`config.mk`:
```
export PLATFORM = sky130hd
export DESIGN_NAME = if_id_fetch_queue
export DESIGN_NICKNAME = d
export VERILOG_FILES = /design/src/rtl/if_id_fetch_queue_pkg.sv /design/src/rtl/if_id_fetch_queue_mem.sv /design/src/rtl/if_id_fetch_queue.sv
export SDC_FILE = /design/constraint.sdc
export NUM_CORES = 1
export LEC_CHECK = 0
export BUFFER_PORTS_ARGS = -buffer_cell sky130_fd_sc_hd__buf_2
export CORE_ASPECT_RATIO = 0.5
export CORE_MARGIN = 2
export CORE_UTILIZATION = 50
export CTS_BUF_LIST = sky130_fd_sc_hd__clkbuf_4 sky130_fd_sc_hd__clkbuf_8 sky130_fd_sc_hd__clkbuf_16
export CTS_CLUSTER_SIZE = 10
export DETAILED_ROUTE_END_ITERATION = 6
export PLACE_DENSITY = 0.82
export SLEW_MARGIN = 20
export SYNTH_ARGS = -nofsm -noshare
export SYNTH_HDL_FRONTEND = slang
export SYNTH_SLANG_ARGS = --single-unit
```
`constraint.sdc`:
```
create_clock -name clk -period 16.1 [get_ports clk]
set_input_delay 1.61 -clock clk [delete_from_list [all_inputs] [get_ports clk]]
set_output_delay 1.61 -clock clk [all_outputs]
set_load 0.005 [all_outputs]
```
`src/rtl/if_id_fetch_queue_pkg.sv`:
```
// Shared IF/ID definitions: fetch-entry record, NOP word, PC step and
// queue occupancy classification.
package if_id_fetch_queue_pkg;

    localparam logic [31:0] NOP_WORD = 32'h00000000;
    localparam logic [31:0] PC_STEP  = 32'd4;

    typedef struct packed {
        logic [31:0] pc;
        logic [31:0] instr;
    } fetch_entry_t;

    typedef enum logic [1:0] {
        OCC_EMPTY,
        OCC_PARTIAL,
        OCC_FULL
    } occ_t;

endpackage

```
`src/rtl/if_id_fetch_queue_mem.sv`:
```
// Fetch queue storage: DEPTH entries, synchronous write, asynchronous read.
module if_id_fetch_queue_mem
    import if_id_fetch_queue_pkg::*;
#(
    parameter int DEPTH = 2,
    parameter int AW    = $clog2(DEPTH)
) (
    input  logic          clk,
    input  logic          we,
    input  logic [AW-1:0] waddr,
    input  fetch_entry_t  wdata,
    input  logic [AW-1:0] raddr,
    output fetch_entry_t  rdata
);

    fetch_entry_t mem [DEPTH];

    always_ff @(posedge clk) begin
        if (we) begin
            mem[waddr] <= wdata;
        end
    end

    assign rdata = mem[raddr];

endmodule

```
`src/rtl/if_id_fetch_queue.sv`:
```
// IF->ID decoupling queue: first-word fall-through, fetch back-pressure via
// in_ready, and a branch-taken flush that drops every queued entry.
module if_id_fetch_queue
    import if_id_fetch_queue_pkg::*;
#(
    parameter int          DEPTH     = 2,
    parameter logic [31:0] NOP_INSTR = NOP_WORD
) (
    input  logic                         clk,
    input  logic                         reset,
    input  logic [31:0]                  pc_in,
    input  logic [31:0]                  instr_in,
    input  logic                         in_valid,
    output logic                         in_ready,
    input  logic                         flush,
    input  logic                         id_ready,
    output logic                         id_valid,
    output logic [31:0]                  id_pc,
    output logic [31:0]                  id_pc_plus4,
    output logic [31:0]                  id_instr,
    output logic [$clog2(DEPTH+1)-1:0]   count
);

    localparam int AW = $clog2(DEPTH);
    localparam int CW = $clog2(DEPTH + 1);

    logic [AW-1:0] wr_ptr;
    logic [AW-1:0] rd_ptr;
    logic [CW-1:0] count_q;
    occ_t          occ;
    logic          push;
    logic          pop;
    fetch_entry_t  wr_entry;
    fetch_entry_t  head;

    // Occupancy comes only from registered count, so in_ready has no path from id_ready.
    always_comb begin
        occ = OCC_PARTIAL;
        if (count_q == '0) begin
            occ = OCC_EMPTY;
        end else if (count_q == CW'(DEPTH)) begin
            occ = OCC_FULL;
        end
    end

    assign in_ready = (occ != OCC_FULL);
    assign id_valid = (occ != OCC_EMPTY);
    assign push     = in_valid & in_ready & ~flush;
    assign pop      = id_valid & id_ready & ~flush;

    assign wr_entry.pc    = pc_in;
    assign wr_entry.instr = instr_in;

    if_id_fetch_queue_mem #(
        .DEPTH (DEPTH),
        .AW    (AW)
    ) u_mem (
        .clk   (clk),
        .we    (push),
        .waddr (wr_ptr),
        .wdata (wr_entry),
        .raddr (rd_ptr),
        .rdata (head)
    );

    always_ff @(posedge clk or negedge reset) begin
        if (!reset) begin
            wr_ptr  <= '0;
            rd_ptr  <= '0;
            count_q <= '0;
        end else if (flush) begin
            wr_ptr  <= '0;
            rd_ptr  <= '0;
            count_q <= '0;
        end else begin
            if (push) begin
                wr_ptr <= wr_ptr + AW'(1);
            end
            if (pop) begin
                rd_ptr <= rd_ptr + AW'(1);
            end
            if (push && !pop) begin
                count_q <= count_q + CW'(1);
            end else if (pop && !push) begin
                count_q <= count_q - CW'(1);
            end
        end
    end

    assign id_pc       = id_valid ? head.pc    : '0;
    assign id_instr    = id_valid ? head.instr : NOP_INSTR;
    assign id_pc_plus4 = id_pc + PC_STEP;
    assign count       = count_q;

endmodule

```
==> reports/qor.yml <==
synthesis:
  synth_top_family_by_area: "simple AND/OR/NAND/NOR gates"
  ys_seq_elements: 132
  synth_cell_types: 36
  yosys.area_share.simple_pct: 11.8
  synth-xor-area-share_pct: 4.48
  syn_nets: 474
  synthAdderAreaFrac_pct: 0.214
  ys_warn_count: 0
  syn_area_sq_um: 5860
  ys_seq_area_share_pct: 67.3
  synthCells: 404
  avgSynthCellArea_sq_um: 14.5
  synth_mux_area_share_pct: 11.0
  synth-compound-area-share_pct: 2.18
detailed_routing:
  drc: 0
  dr.pass1.iters: 4
  wirelength_mm: 11.6
  drt_iter0_markers: 249
  wire_per_inst_um: 15.5
  vias: 3733
  ant_nets: 0
  viasPerCell: 4.99
setup_path:
  required_ps: 14490
  r2r_setup_slack_ps: 13460
  end_kind: "output pin"
  r2r-end: "u_mem.mem[1][15]"
  crit_path_start_kind: "flop"
  path_class: "flop to output pin"
  worstPathMaxFanout: 54
  rr_startpoint: "count[0]"
  crit_family: "simple AND/OR/NAND/NOR gates"
  r2r_cells: 4
  slowest_delay_ps: 750
  crit_slowest_cell: "buf_4"
  path_buf_inv: 2
  crit_chain: "buf_4, nand3_1, a2111oi_4, nand4_2, nor4_2, xor2_1, buf_2"
  cp.arrival_ps: 3650
clock_network:
  cts_buffers: 17
  insertion_delay_ps: 400
  postCtsSetupBuffers: 0
  cts_tree: "yes"
  cts_buffer_depth: 2
  cts.clk_slew.worst_paths_ps: 60
  cts_sinks: 132
  post_cts_resized: 0
  clock-root-buffer: "clkbuf_16"
  h-tree-depth: 4
  holdBufCountCts: 0
pwr:
  internal_power_w: 0.000662
  combPwrFrac_pct: 10.8
  clockPowerShare_pct: 42.8
  swShare_pct: 23.5
  power_switching_w: 0.000203
  powerDensity_nw_per_um2: 117
  seqPwrFrac_pct: 46.4
  peakVddDrop_v: 0.0000814
  power_w: 0.000866
  leakagePower_nw: 2.91
timing:
  finClkSkew_ps: 8.19
  max_freq_ghz: 0.190
  finalCritPeriodShare_pct: 32.7
  fin_setup_tns_ps: 0
  fin_crit_ps: 5260
  rsz0062_at_grt: "no"
  finalHoldViolCount: 0
  drv_slew: 0
  relSlewSlack_pct: 40.3
  worst_slew_pin_slew_ps: 896
  setup_viol_count_final: 0
worst_hold_path:
  holdPathEnd: "wr_ptr"
  hold_class: "flop to flop"
  hold_path_depth: 2
  worstHoldStart: "wr_ptr"
floorplan:
  design.die.area_sq_um: 12700
  core_area_sq_um: 11200
  fp-row-count: 27
  die_width_um: 157
  chipHeight_um: 80.5
  start_util_pct: 52.2
  io_pins: 169
global_routing:
  grt.overflow.total: 0
  grt_pass1_vias: 3729
  grt_max_degree: 82
  track_usage_pct: 18.7
  grt_pass1_wl_mm: 17.8
  antenna_found_initial: 0
final_layout:
  final_nets: 646
  final_cell_area_sq_um: 7400
  drive_above_1_share_pct: 37.7
  area_growth_pct: 26.2
  layout.cells.non_filler: 748
  layout_commonest_cell: "buf_2"
  layout_common_cells: "buf_2 (168), edfxtp_1 (128), nor2_1 (74)"
  diodes: 0
  fin_util_pct: 66.0
outcome:
  outcome: "finished clean"
placed_design:
  dp_hpwl_mm: 7.86
  io_buffers: 168
  dp_cells: 716
  routabilityCongestion: 0.780
  dpl_cell_area_sq_um: 6820
run:
  drv_cap: 0
-- power groups by stage --
stage	Sequential (W)	Clock [W]	Combinational [W]
3_3_place_gp	0.000407	0	0.0000923
6_report	0.000401	0.000371	0.0000934
3_5_place_dp	0.000408	0	0.0000946
5_1_grt	0.000403	0.000393	0.000104
4_1_cts	0.000401	0.000378	0.0000950
2_1_floorplan	0.000406	0	0.0000597
-- cell usage after synthesis --
library cell / number / area (sq um)
a2111oi_4: 1 / 27.5
a211oi_1: 3 / 22.5
a211oi_2: 2 / 25.0
a211oi_4: 1 / 20.0
a21oi_1: 2 / 10.0
a22oi_2: 1 / 12.5
and2_1: 1 / 6.26
buf_12: 1 / 20.0
buf_2: 11 / 55.1
buf_4: 3 / 22.5
buf_6: 3 / 33.8
clkbuf_8: 1 / 13.8
dfrtp_1: 4 / 100
edfxtp_1: 128 / 3840
ha_1: 1 / 12.5
inv_1: 9 / 33.8
mux2i_1: 63 / 631
mux2i_2: 1 / 13.8
nand2_1: 11 / 41.3
nand2b_1: 2 / 12.5
nand3_1: 13 / 65.1
nand3_2: 1 / 10.0
nand3b_1: 7 / 52.6
nand3b_4: 1 / 20.0
nand4_1: 4 / 25.0
nand4_2: 3 / 37.5
nor2_1: 74 / 278
nor2_2: 1 / 6.26
nor3_1: 11 / 55.1
nor3b_1: 2 / 15.0
nor4_1: 2 / 12.5
nor4_2: 3 / 37.5
nor4b_2: 1 / 15.0
o21ai_0: 2 / 10.0
xnor2_1: 13 / 114
xor2_1: 17 / 149
-- layer usage --
layer  wire (um)  global-route usage [%]  up-vias
li1            -                       -     1836
met1        4680                    21.7     1781
met2        6180                    33.9      104
met3         621                    4.05       12
met4         142                    8.45        0
met5           0                       0        -
-- state kept, by name, summed over array words and instances, names as in the netlist --
name       cells
count          2
rd_ptr         1
u_mem.mem    128
wr_ptr         1
-- worst register-to-register path, stage by stage, from the launching register on --
cell      delay (ps)
dfrtp_1          470
nand2b_1         190
nand2_1          170
nor3b_4          700
buf_4            670
-- cell families after synthesis --
logic type	after synthesis
adders and majority gates	1
DFF	132
and+or+nand+nor	137
AOI/OAI and AO/OA	12
buffers and inverters	28
muxes	64
xor gates and xnor gates	30
-- layout make-up --
class | instances | area (sq um)
Inverter | 9 | 33.8
Fill cell | 847 | 3820
Timing Repair Buffer | 172 | 871
Tap cell | 159 | 199
Sequential cell | 132 | 3950
Clock inverter | 15 | 156
Clock buffer | 17 | 425
Multi-Input combinational cell | 244 | 1760
-- metrics by stage --
step / worst slack (ps) / hold WS [ps]
2_1_floorplan: 9130 / 519
4_1_cts: 10770 / 648
3_5_place_dp: 11210 / 633
5_1_grt: 10460 / 701
6_report: 10840 / 645
3_3_place_gp: 11300 / 553
-- worst max-delay path by stage --
stage / from / to / slack (ps) / depth (start not counted)
finish: rd_ptr / id_pc_plus4[31] / 10840 / 7
detailed placement: rd_ptr / id_pc_plus4[31] / 11210 / 7
floorplan: in_valid / u_mem.mem[1][0] / 9130 / 2
CTS: rd_ptr / id_pc_plus4[31] / 10770 / 7
global route: rd_ptr / id_pc_plus4[20] / 10460 / 7
global placement: rd_ptr / id_pc_plus4[31] / 11300 / 7
(Power assumes the default switching activity.)
